==> src/rtl/hamming_pkg.sv <==
// rtl/hamming_pkg.sv - shared FSM state type and debounce defaults for word_input_capture.
package hamming_pkg;

  typedef enum logic [1:0] {
    IDLE        = 2'd0,
    ARM_PRESS   = 2'd1,
    HELD        = 2'd2,
    ARM_RELEASE = 2'd3
  } state_t;

  // 10 ms of stability at 27 MHz
  localparam int DEBOUNCE_DEFAULT = 270000;

  function automatic int cnt_width(input int cycles);
    return $clog2(cycles) + 1;
  endfunction

endpackage

==> src/rtl/sync_ff.sv <==
// rtl/sync_ff.sv - DEPTH-stage flop chain bringing an asynchronous bus into the clk domain.
module sync_ff #(
  parameter int WIDTH = 1,
  parameter int DEPTH = 2
) (
  input  logic             clk,
  input  logic             rst_n,
  input  logic [WIDTH-1:0] d,
  output logic [WIDTH-1:0] q
);

  logic [WIDTH-1:0] stage [DEPTH];

  always_ff @(posedge clk) begin
    if (!rst_n) begin
      for (int i = 0; i < DEPTH; i++) stage[i] <= '0;
    end else begin
      stage[0] <= d;
      for (int i = 1; i < DEPTH; i++) stage[i] <= stage[i-1];
    end
  end

  assign q = stage[DEPTH-1];

endmodule

==> src/rtl/word_input_capture.sv <==
// rtl/word_input_capture.sv - debounced push-button that latches a data word and error mask per press.
module word_input_capture
  import hamming_pkg::*;
#(
  parameter int DEBOUNCE_CYCLES = DEBOUNCE_DEFAULT,
  parameter int SYNC_STAGES     = 2
) (
  input  logic       clk,
  input  logic       rst_n,
  input  logic       btn_raw,
  input  logic [3:0] sw_data,
  input  logic [6:0] sw_err,
  output logic       btn_level,
  output logic       btn_press,
  output logic [3:0] data_q,
  output logic [6:0] err_q,
  output logic       valid
);

  localparam int CW = cnt_width(DEBOUNCE_CYCLES);
  localparam logic [CW-1:0] CNT_LAST = CW'(DEBOUNCE_CYCLES - 1);
  localparam logic [CW-1:0] CNT_MAX  = '1;

  logic       btn_s;
  logic [3:0] data_s;
  logic [6:0] err_s;

  sync_ff #(.WIDTH(1), .DEPTH(SYNC_STAGES)) u_sync_btn (
    .clk(clk), .rst_n(rst_n), .d(btn_raw), .q(btn_s)
  );
  sync_ff #(.WIDTH(4), .DEPTH(SYNC_STAGES)) u_sync_data (
    .clk(clk), .rst_n(rst_n), .d(sw_data), .q(data_s)
  );
  sync_ff #(.WIDTH(7), .DEPTH(SYNC_STAGES)) u_sync_err (
    .clk(clk), .rst_n(rst_n), .d(sw_err), .q(err_s)
  );

  state_t        state, state_nxt;
  logic [CW-1:0] cnt, cnt_nxt, cnt_inc;
  logic          accept;
  logic          level_nxt;

  // Saturating increment keeps the counter from wrapping back into a short count
  assign cnt_inc = (cnt == CNT_MAX) ? cnt : cnt + CW'(1);

  always_comb begin
    state_nxt = state;
    cnt_nxt   = cnt;
    accept    = 1'b0;
    case (state)
      IDLE: begin
        if (btn_s) begin
          state_nxt = ARM_PRESS;
          cnt_nxt   = '0;
        end
      end
      ARM_PRESS: begin
        if (!btn_s) begin
          state_nxt = IDLE;
          cnt_nxt   = '0;
        end else if (cnt >= CNT_LAST) begin
          state_nxt = HELD;
          cnt_nxt   = '0;
          accept    = 1'b1;
        end else begin
          cnt_nxt = cnt_inc;
        end
      end
      HELD: begin
        if (!btn_s) begin
          state_nxt = ARM_RELEASE;
          cnt_nxt   = '0;
        end
      end
      ARM_RELEASE: begin
        if (btn_s) begin
          state_nxt = HELD;
          cnt_nxt   = '0;
        end else if (cnt >= CNT_LAST) begin
          state_nxt = IDLE;
          cnt_nxt   = '0;
        end else begin
          cnt_nxt = cnt_inc;
        end
      end
      default: begin
        state_nxt = IDLE;
        cnt_nxt   = '0;
      end
    endcase
    level_nxt = (state_nxt == HELD) || (state_nxt == ARM_RELEASE);
  end

  always_ff @(posedge clk) begin
    if (!rst_n) begin
      state     <= IDLE;
      cnt       <= '0;
      btn_level <= 1'b0;
      btn_press <= 1'b0;
      valid     <= 1'b0;
      data_q    <= '0;
      err_q     <= '0;
    end else begin
      state     <= state_nxt;
      cnt       <= cnt_nxt;
      btn_level <= level_nxt;
      btn_press <= accept;
      valid     <= valid | accept;
      if (accept) begin
        data_q <= data_s;
        err_q  <= err_s;
      end
    end
  end

endmodule

==> config.mk <==
export PLATFORM = sky130hd
export DESIGN_NAME = word_input_capture
export DESIGN_NICKNAME = d
export VERILOG_FILES = /design/src/rtl/hamming_pkg.sv /design/src/rtl/sync_ff.sv /design/src/rtl/word_input_capture.sv
export SDC_FILE = /design/constraint.sdc
export NUM_CORES = 1
export LEC_CHECK = 0
export CORE_MARGIN = 2
export CORE_UTILIZATION = 30
export DETAILED_ROUTE_END_ITERATION = 10
export RECOVER_POWER = 50
export SETUP_SLACK_MARGIN = 0.3
export SKIP_LAST_GASP = 1
export SYNTH_ARGS = -nofsm -noshare
export SYNTH_HDL_FRONTEND = slang
export SYNTH_HIERARCHICAL = 1
export SYNTH_SLANG_ARGS = --single-unit
==> constraint.sdc <==
create_clock -name clk -period 2.8 [get_ports clk]
set_input_delay 0.28 -clock clk [delete_from_list [all_inputs] [get_ports clk]]
set_output_delay 0.28 -clock clk [all_outputs]
set_load 0.05 [all_outputs]
* Word level (Yosys, flattened, before mapping) *
Memory sizes are Yosys's and may differ from the RTL's. A register that Yosys moved wholly into a read port is not among the register bits.
Index checks and enable logic that the tools add are counted.

word-level totals
  output and inout port bits = 14
  register bits after elaboration = 25
  bits of input ports = 14
  word-level logic and storage cells = 55
  RAM bits = 24
  memories = 3

operators by class
  reductions and logical operators = 5
  add/sub/neg operators = 1
  equal/unequal tests = 8
  bitwise operators = 7
  magnitude comparators = 1
  mux-type cells = 25

memory list
  name               depth  bits a word  read ports  clocked after Yosys merged registers in  wr ports  line           RTL
  u_sync_err.stage   2      7            2           1                                        2         sync_ff.sv:12  logic [WIDTH-1:0] stage [DEPTH];
  u_sync_data.stage  2      4            2           1                                        2         sync_ff.sv:12
  u_sync_btn.stage   2      1            2           0                                        2         sync_ff.sv:12

operator list
  kind                                                                                   number
  20-bit two-way mux                                                                     6
  20-bit one-hot mux with 4 select lines                                                 1
  20-bit by 1-bit adder with 20-bit output, second input constant                        1
  20-bit equality test, second input constant                                            1
  20-bit by 19-bit greater-or-equal comparator with 1-bit output, second input constant  1
  7-bit two-way mux                                                                      2
  2-bit two-way mux                                                                      6
  2-bit equality test, second input constant                                             4
  4-bit two-way mux                                                                      2
  2-bit one-hot mux with 4 select lines                                                  1
  1-bit two-way mux                                                                      7
  1-bit OR                                                                               7
  2-bit != test, second input constant                                                   2
  2-bit by 1-bit equality test with 1-bit output, second input constant                  1
  1-bit logical NOT                                                                      2
  2-bit logical NOT                                                                      1
  2-bit AND reduction                                                                    1
  1-bit logical OR                                                                       1

* Depth between registers and ports, before layout *
Gate-level depths: netlist of the first run.

  depth after elaboration = 6
  mapped depth = 7
  depth with buffers taken out = 6

* Cells and area by module *
The synthesis of the first run kept the hierarchy.

modules (own cells, without submodules)
  module                  cells an instance  times used  area an instance (sq um)  sequential area each (sq um)
  word_input_capture      212                1           1864.3                    720.7
  sync_ff at u_sync_err   36                 1           444.2                     280.3
  sync_ff at u_sync_data  20                 1           240.2                     160.2
  sync_ff at u_sync_btn   4                  1           52.6                      40.0

* Worst setup path after synthesis of the first run *
OpenSTA, ideal clock, no wires.

  kind = register to register
  from = register cnt[4]
  to = register data_q[0] (read register of u_sync_data.stage)
  period minus slack after synthesis = 2001 ps
  arrival = 1929 ps
  slack = 799 ps
  required time = 2728 ps
  stages on the path, launching flop included = 8
  setup time = 72 ps
  buffers on the path = 2
  path through = dfxtp_1 > buf_6 > or4b_4 > o22ai_4 > a22oi_4 > nor3_4 > buf_6 > mux2i_1

on the way
  word-level cells in the longest chain between the ends = 4

ends and longest elaborated chain
  what                                                            line                       RTL
  start: declaration                                              word_input_capture.sv:39   logic [CW-1:0] cnt, cnt_nxt, cnt_inc;
  start signal: assignment                                        word_input_capture.sv:105  cnt <= cnt_nxt;
  20-bit by 19-bit greater-or-equal comparator with 1-bit output  word_input_capture.sv:61   end else if (cnt >= CNT_LAST) begin
  1-bit two-way mux                                               word_input_capture.sv:61
  1-bit two-way mux                                               word_input_capture.sv:58   if (!btn_s) begin
  1-bit two-way mux                                               word_input_capture.sv:50   case (state)
  end: declaration                                                word_input_capture.sv:15   output logic [3:0] data_q,

Every way passes these cells.
A chain may end at the register's enable or synchronous reset.

* Final worst setup path of the first run *
  from = register cnt[0]
  to = register cnt[5]

on the way
  word-level cells in the longest chain between the ends = 5
  elaborated cells on any way between the ends = 8
  classes of those cells = add/sub (1); order compare (1); eq/ne (1); mux (5)

ends and longest elaborated chain
  what                                                                              line                                                RTL
  20-bit by 1-bit adder with 20-bit output or 20-bit equality test (tied branches)  word_input_capture.sv:44                            assign cnt_inc = (cnt == CNT_MAX) ? cnt : cnt + CW'(1);
  20-bit two-way mux                                                                word_input_capture.sv:44
  20-bit two-way mux *                                                              word_input_capture.sv:61, word_input_capture.sv:79
  20-bit two-way mux (on tied branches)                                             word_input_capture.sv:76, word_input_capture.sv:58
  20-bit one-hot mux with 4 select lines *                                          word_input_capture.sv:50

Every way passes the cells marked *; elsewhere a longest branch is shown, timed or not.

==> results of run 1 <==
[worst paths after layout]
path	start	to	slack, ns
setup / recovery	cnt[0]	cnt[5]	0.56
hold / removal	u_sync_data/stage[0][2]	u_sync_data/stage[0][6]	0.43
setup reg to reg	cnt[0]	cnt[5]	0.56
hold reg to reg	u_sync_data/stage[0][2]	u_sync_data/stage[0][6]	0.43
[cells by family (layout without fill, tap and decap cells)]
logic type / after synthesis / after routing
AO/OA/AOI/OAI: 53 / 53
XOR/XNOR: 1 / 1
adder cells (fa/ha/maj): 1 / 1
buffers and inverters: 30 / 53
flip-flops: 60 / 60
multiplexers: 12 / 12
AND/OR/NAND/NOR: 115 / 115
[Yosys cell counts (2+ instances only)]
master	count	share of area [%]
clkbuf_1	3	0.43
or4_1	2	0.58
nand4_1	8	1.9
buf_4	12	3.5
nand2_1	29	4.2
nor4_1	3	0.72
nand4b_1	2	0.67
a21oi_1	16	3.1
and2_1	15	3.6
inv_1	7	1.0
o211ai_1	4	1.2
dfxtp_1	60	46
mux2i_1	12	4.6
o21ai_1	3	0.58
nor2_1	8	1.2
a31oi_1	6	1.4
and3_1	4	0.96
nor3_1	8	1.5
or2_2	2	0.48
or3_1	3	0.72
nand3_1	10	1.9
buf_6	4	1.7
and2_2	10	2.9
dlygate4sd1_1	2	0.67
a41oi_1	2	0.67
o21ai_0	8	1.5
and4_1	2	0.67
buf_2	2	0.38
[state kept, by name (all words and copies together) (netlist names)]
name and flops:
cnt 20, u_sync_err/stage 14, u_sync_data/stage 8, err_q 7
data_q 4, state 2, u_sync_btn/stage 2, btn_level 1
btn_press 1, valid 1
[metrics by stage]
stage / total power (µW) / instance area [µm²] / utilization (%)
2_1_floorplan: 935 / 2600 / -
3_3_place_gp: 953 / 2850 / 34.4
3_5_place_dp: 954 / 2850 / 34.4
4_1_cts: 1800 / 3070 / 37.0
5_1_grt: 1840 / 3070 / 37.0
6_report: 1770 / 3070 / 37.0
[cell type report]
class | count | share of cell area (%)
Clock buffer | 13 | 5.83
Clock inverter | 3 | 1.39
Inverter | 7 | 0.856
Multi-Input combinational cell | 182 | 39.1
Sequential cell | 60 | 39.1
Tap cell | 105 | 4.28
Timing Repair Buffer | 30 | 9.42
[power breakdown]
| part | switching [µW] | leakage, µW | internal [µW] |
|---|---|---|---|
| logic | 29.0 | 0.000518 | 30.0 |
| registers | 4.01 | 0.000488 | 870 |
| clock network | 335 | 0.000112 | 507 |
[metal layers]
metal  wire (µm)  track usage (%)
met1        2560             14.8
met2        2200             16.4
met3         243             3.24
met4          79             5.42
met5           0                0
==> reports/qor.csv, run 1 <==
stage,metric,value,unit
setup_path,crit_buf_inv,0,
timing,worst_slew_margin_rel,45.2,%
layout,num-nets-final,305,
setup_path,worst-setup-path-type,reg -> reg,
outcome,status,"finished, final reports clean",
logic_synthesis,synth_nets,287,
clock_tree,clk_pin_slew,0.07,ns
logic_synthesis,synth-xor-area-share,0.337,%
clock_tree,clkSinkCount,60,
timing,timing.final.crit_share,79.9,%
timing,drv_slew,0,
logic_synthesis,avgSynthCellArea,9.56,µm²
logic_synthesis,ys_seq_area_share,46.2,%
timing,hold_ws,0.429,ns
placement,dpl.hpwl,3280,µm
setup_path,cp.required,3.06,ns
logic_synthesis,synth_cells,272,
route,vias_per_cell,4.89,
setup_path,cpLargestDelayFamily,compound AO/OA/AOI/OAI gates,
clock_tree,cts_max_level,3,
route,first_pass_iters,4,
clock_tree,cts_buffer_depth,2,
global_route,grt_use_total,11.1,%
setup_path,critPathMaxFanout,19,
hold_path,hold_path.class,reg -> reg,
floorplan,die_area,9430,µm²
logic_synthesis,synth_top_family_by_area,simple AND/OR/NAND/NOR gates,
floorplan,row_count,33,
floorplan,initial_core_util,31.3,%
layout,seq_area,1200,µm²
timing,worst_slew_pin_slew,0.821,ns
timing,fin_skew,0.00758,ns
layout,n_fill_cell,822,
logic_synthesis,synth-simple-area-share,25.4,%
timing,setup_ws,0.564,ns
global_route,grt_pass1_vias,1846,
setup_path,reg2reg_depth,6,
logic_synthesis,yosys.area_share.adder,0.481,%
setup_path,cp.arrival,2.50,ns
global_route,antenna_found_initial,0,
layout,drive_gt1_share,13.9,%
global_route,globalRouteOverflowTotal,0,
timing,rsz0062_at_grt,no,
logic_synthesis,synth_cell_type_count,53,
route,num_vias,1954,
route,drc,0,
setup_path,slowest_stage,a221oi_4,
logic_synthesis,synth-compound-area-share,15.2,%
clock_tree,numCtsBuffers,9,
clock_tree,clock_latency,0.33,ns
logic_synthesis,yosys-mux-area-fraction,4.62,%
clock_tree,cts_hold_buf,0,
layout,layout_commonest_cell,dfxtp_1,
floorplan,ios,28,
timing,tns,0,ns
route,drt-initial-drc-count,98,
logic_synthesis,ys_ff_latch,60,
floorplan,fp.dieW,97.1,µm
clock_tree,post_cts_buffers,0,
setup_path,slowest_delay,0.75,ns
hold_path,whs_path_depth,1,
setup_path,cp.depth,6,
placement,io_buffers,27,
setup_path,cp_cell_sequence,ha_1 > nand4_1 > o22ai_4 > a221oi_4 > a41oi_1 > a31oi_1,
clock_tree,cts_resized,0,
floorplan,die-height,97.1,µm
route,post_drt_wl_per_cell,12.7,µm
placement,dp_cells,384,
layout,area.growth.synth_to_final,18.0,%
layout,multi_input_area,1200,µm²
power,p_per_area,578,nW/µm²
clock_tree,root_buffer,clkbuf_8,
timing,setup_viol,0,
route,drtAntennaViolNets,0,
clock_tree,cts_tree,built,
timing,hold_viol,0,
timing,max_freq,447,MHz
power,irDropWorstVdd,0.243,mV
logic_synthesis,ys_warn_count,6,
logic_synthesis,async_reset_ff_share,0,%
layout,final_cell_mix,"60 x dfxtp_1, 29 x nand2_1, 16 x a21oi_1, 14 x clkdlybuf4s50_1",
logic_synthesis,synth_edf_count,0,
global_route,grt_pass1_wl,8580,µm
floorplan,design.core.area,8300,µm²
layout,instances_no_fill,400,
route,wirelength,5080,µm
setup_path,cp-end-kind,flop,
placement,pre_cts_slack,0.602,ns
layout,diodes,0,
timing,layout_min_cycle_time,2.24,ns
setup_path,critPathLaunchType,flop,
logic_synthesis,ys.flop_type,dfxtp_1,
job,maxCapViolCount,0,
global_route,grt_max_degree,53,
power,power_leakage,0.00112,µW
logic_synthesis,syn_area,2600,µm²
placement,gp_congestion,0.837,
Note: power is estimated with default switching activity, not from simulation.
==> run 2: changes to the inputs <==
- clock period: 2.8 -> 2 ns (I/O delays scaled with it)
==> reports/qor.csv, run 2 (synthesized netlist as in run 1, its figures left out) <==
stage,metric,value,unit,change
outcome,status,"complete, but fails checks",,
outcome,violations,negative setup slack,,
timing,timing.final.crit_share,100,%,+20 points
timing,max_freq,499,MHz,+12%
timing,hold_ws,0.419,ns,-0.00965 ns
setup_path,worst-setup-path-type,reg -> reg,,
global_route,grt_max_degree,33,,-38%
clock_tree,root_buffer,clkbuf_8,,
power,intPower,1870,µW,+33%
timing,layout_min_cycle_time,2.00,ns,-0.233 ns
clock_tree,clk_pin_slew,0.07,ns,about the same
timing,hold_viol,0,,unchanged
layout,final_cell_mix,"51 x dfxtp_1, 32 x buf_4, 28 x nand2_1, 14 x clkdlybuf4s50_1, 12 x mux2i_1",,
route,drtAntennaViolNets,0,,unchanged
timing,worst_slew_pin_slew,1.06,ns,+0.235 ns
power,clkPwrFrac,45.5,%,-1.9 points
layout,num-nets-final,347,,+14%
power,p_total,2410,µW,+36%
clock_tree,clock_latency,0.34,ns,about the same
route,post_drt_wl_per_cell,14.2,µm,+12%
route,wirelength,6280,µm,+24%
power,power_leakage,0.00141,µW,+26%
power,p_per_area,660,nW/µm²,+14%
clock_tree,cts_max_level,3,,unchanged
setup_path,r2r_start,cnt[1],,
floorplan,die_area,9430,µm²,unchanged
power,pwr-share-comb,3.9,%,+0.6 points
placement,dpl.hpwl,3980,µm,+21%
route,drc,0,,unchanged
route,vias_per_cell,5.03,,+3.0%
route,drt-initial-drc-count,157,,+60%
hold_path,hold_path.class,in -> reg,,
layout,drive_gt1_share,37.1,%,+23 points
floorplan,row_count,33,,unchanged
global_route,grt_pass1_wl,10400,µm,+21%
hold_path,hp-start,btn_raw,,
layout,instances_no_fill,442,,+11%
layout,final_util,44.0,%,+7.0 points
global_route,globalRouteOverflowTotal,0,,unchanged
global_route,antenna_found_initial,0,,unchanged
timing,worst_slew_margin_rel,29.6,%,-16 points
placement,dp_cells,406,,+5.7%
global_route,grt_use_total,13.6,%,+2.5 points
route,first_pass_iters,4,,unchanged
timing,rsz0062_at_grt,yes,,
power,irDropWorstVdd,0.433,mV,+78%
setup_path,critPathLaunch,cnt[1],,
floorplan,initial_core_util,31.3,%,unchanged
floorplan,die-height,97.1,µm,unchanged
floorplan,fp.dieW,97.1,µm,unchanged
layout,largest-register,cnt,,
setup_path,critPathLaunchType,flop,,
clock_tree,numCtsBuffers,9,,unchanged
power,pwr-share-seq,50.5,%,+1.3 points
timing,setup_viol,1,,+1
floorplan,ios,28,,unchanged
setup_path,cp.arrival,2.28,ns,-0.22 ns
placement,pre_cts_slack,0.0382,ns,-0.564 ns
layout,largestRegisters,"cnt: 20 flops, u_sync_err/stage: 14 flops, u_sync_data/stage: 8 flops",,
placement,io_buffers,27,,unchanged
setup_path,r2r_slack,-0.002,ns,-0.57 ns
setup_path,critPathMaxFanout,5,,-14
clock_tree,clkSinkCount,60,,unchanged
layout,area.growth.synth_to_final,40.3,%,
power,swShare,22.2,%,+1.5 points
layout,diodes,0,,unchanged
layout,layout_commonest_cell,dfxtp_1,,
placement,gp_congestion,0.890,,+6.4%
job,maxCapViolCount,0,,unchanged
setup_path,cp-end-kind,flop,,
floorplan,design.core.area,8300,µm²,unchanged
global_route,grt_pass1_vias,2216,,+20%
setup_path,cp.required,2.27,ns,-0.79 ns
route,num_vias,2225,,+14%
clock_tree,cts_buffer_depth,2,,unchanged
clock_tree,cts_tree,built,,
layout,largest_reg_flops,20,,unchanged
timing,fin_skew,0.00628,ns,-0.00130 ns
timing,drv_slew,0,,unchanged
timing,setup_ws,-0.00244,ns,-0.567 ns
power,power.net_switching,535,µW,+45%
run 2: changes by cell type in the layout (fill, tap and decap cells not counted), moves of 5 or more:
cell / change
buf_4: +30
a21oi_1: -7
clkbuf_1: +7
dlygate4sd3_1: -12
a21oi_2: +7
buf_6: +8
dfxtp_1: -9
dfxtp_4: +5
dlygate4sd2_1: +6
run 2: path summary, 6_finish.rpt:
check | depth (start not counted) | endpoint
setup reg to reg | 7 | cnt[9]
hold reg to reg | 1 | u_sync_btn/stage[0][1]
setup / recovery | 7 | cnt[9]
hold / removal | 2 | u_sync_btn/stage[0][0]
run 2: critical path, cell delays in order (launching register included):
cell and delay, ns:
dfxtp_4 0.36, ha_4 0.16, nand4_1 0.14, o22ai_4 0.12
buf_6 0.15, a221o_2 0.45, or4_1 0.48, nand3_1 0.09
run 2: area by class of cell:
type                       instances  area (µm²)
tap                              105         131
clock buffer                      11         141
inverter                           7        26.3
timing repair buffer              72         632
fill                             775        4650
multi-input combinational        182        1430
sequential                        60        1220
clock inverter                     5        60.1
run 2: metal layers:
metal,global-route usage [%],routed length [µm],up-vias
met5,0,0,-
li1,-,-,1092
met1,15.5,2670,1060
met2,22.5,3140,61
met4,6.83,102,0
met3,4.89,371,12
run 2: power by group through the flow:
stage          clock (µW)  combinational (µW)  sequential, µW
2_1_floorplan           0                61.0            1250
3_3_place_gp            0                91.9            1250
3_5_place_dp            0                93.4            1250
4_1_cts              1140                95.8            1220
5_1_grt              1190                 107            1220
6_report             1100                95.1            1220
run 2: repair_timing:
action / CTS / global route
hold buffers: 0 / 0
cloned: 3 / 0
buffers inserted: 11 / 6
gates resized for setup: 41 / 31
pin swaps: 23 / 16
setup endpoints to repair: 39 / 41
run 2: metrics by stage:
step	cell area [µm²]	setup TNS (ns)
after floorplan	2660	0
after global placement	3070	0
after detailed placement	3070	0
after CTS	3540	0
after global routing	3650	-0.510
final	3650	-0.00244
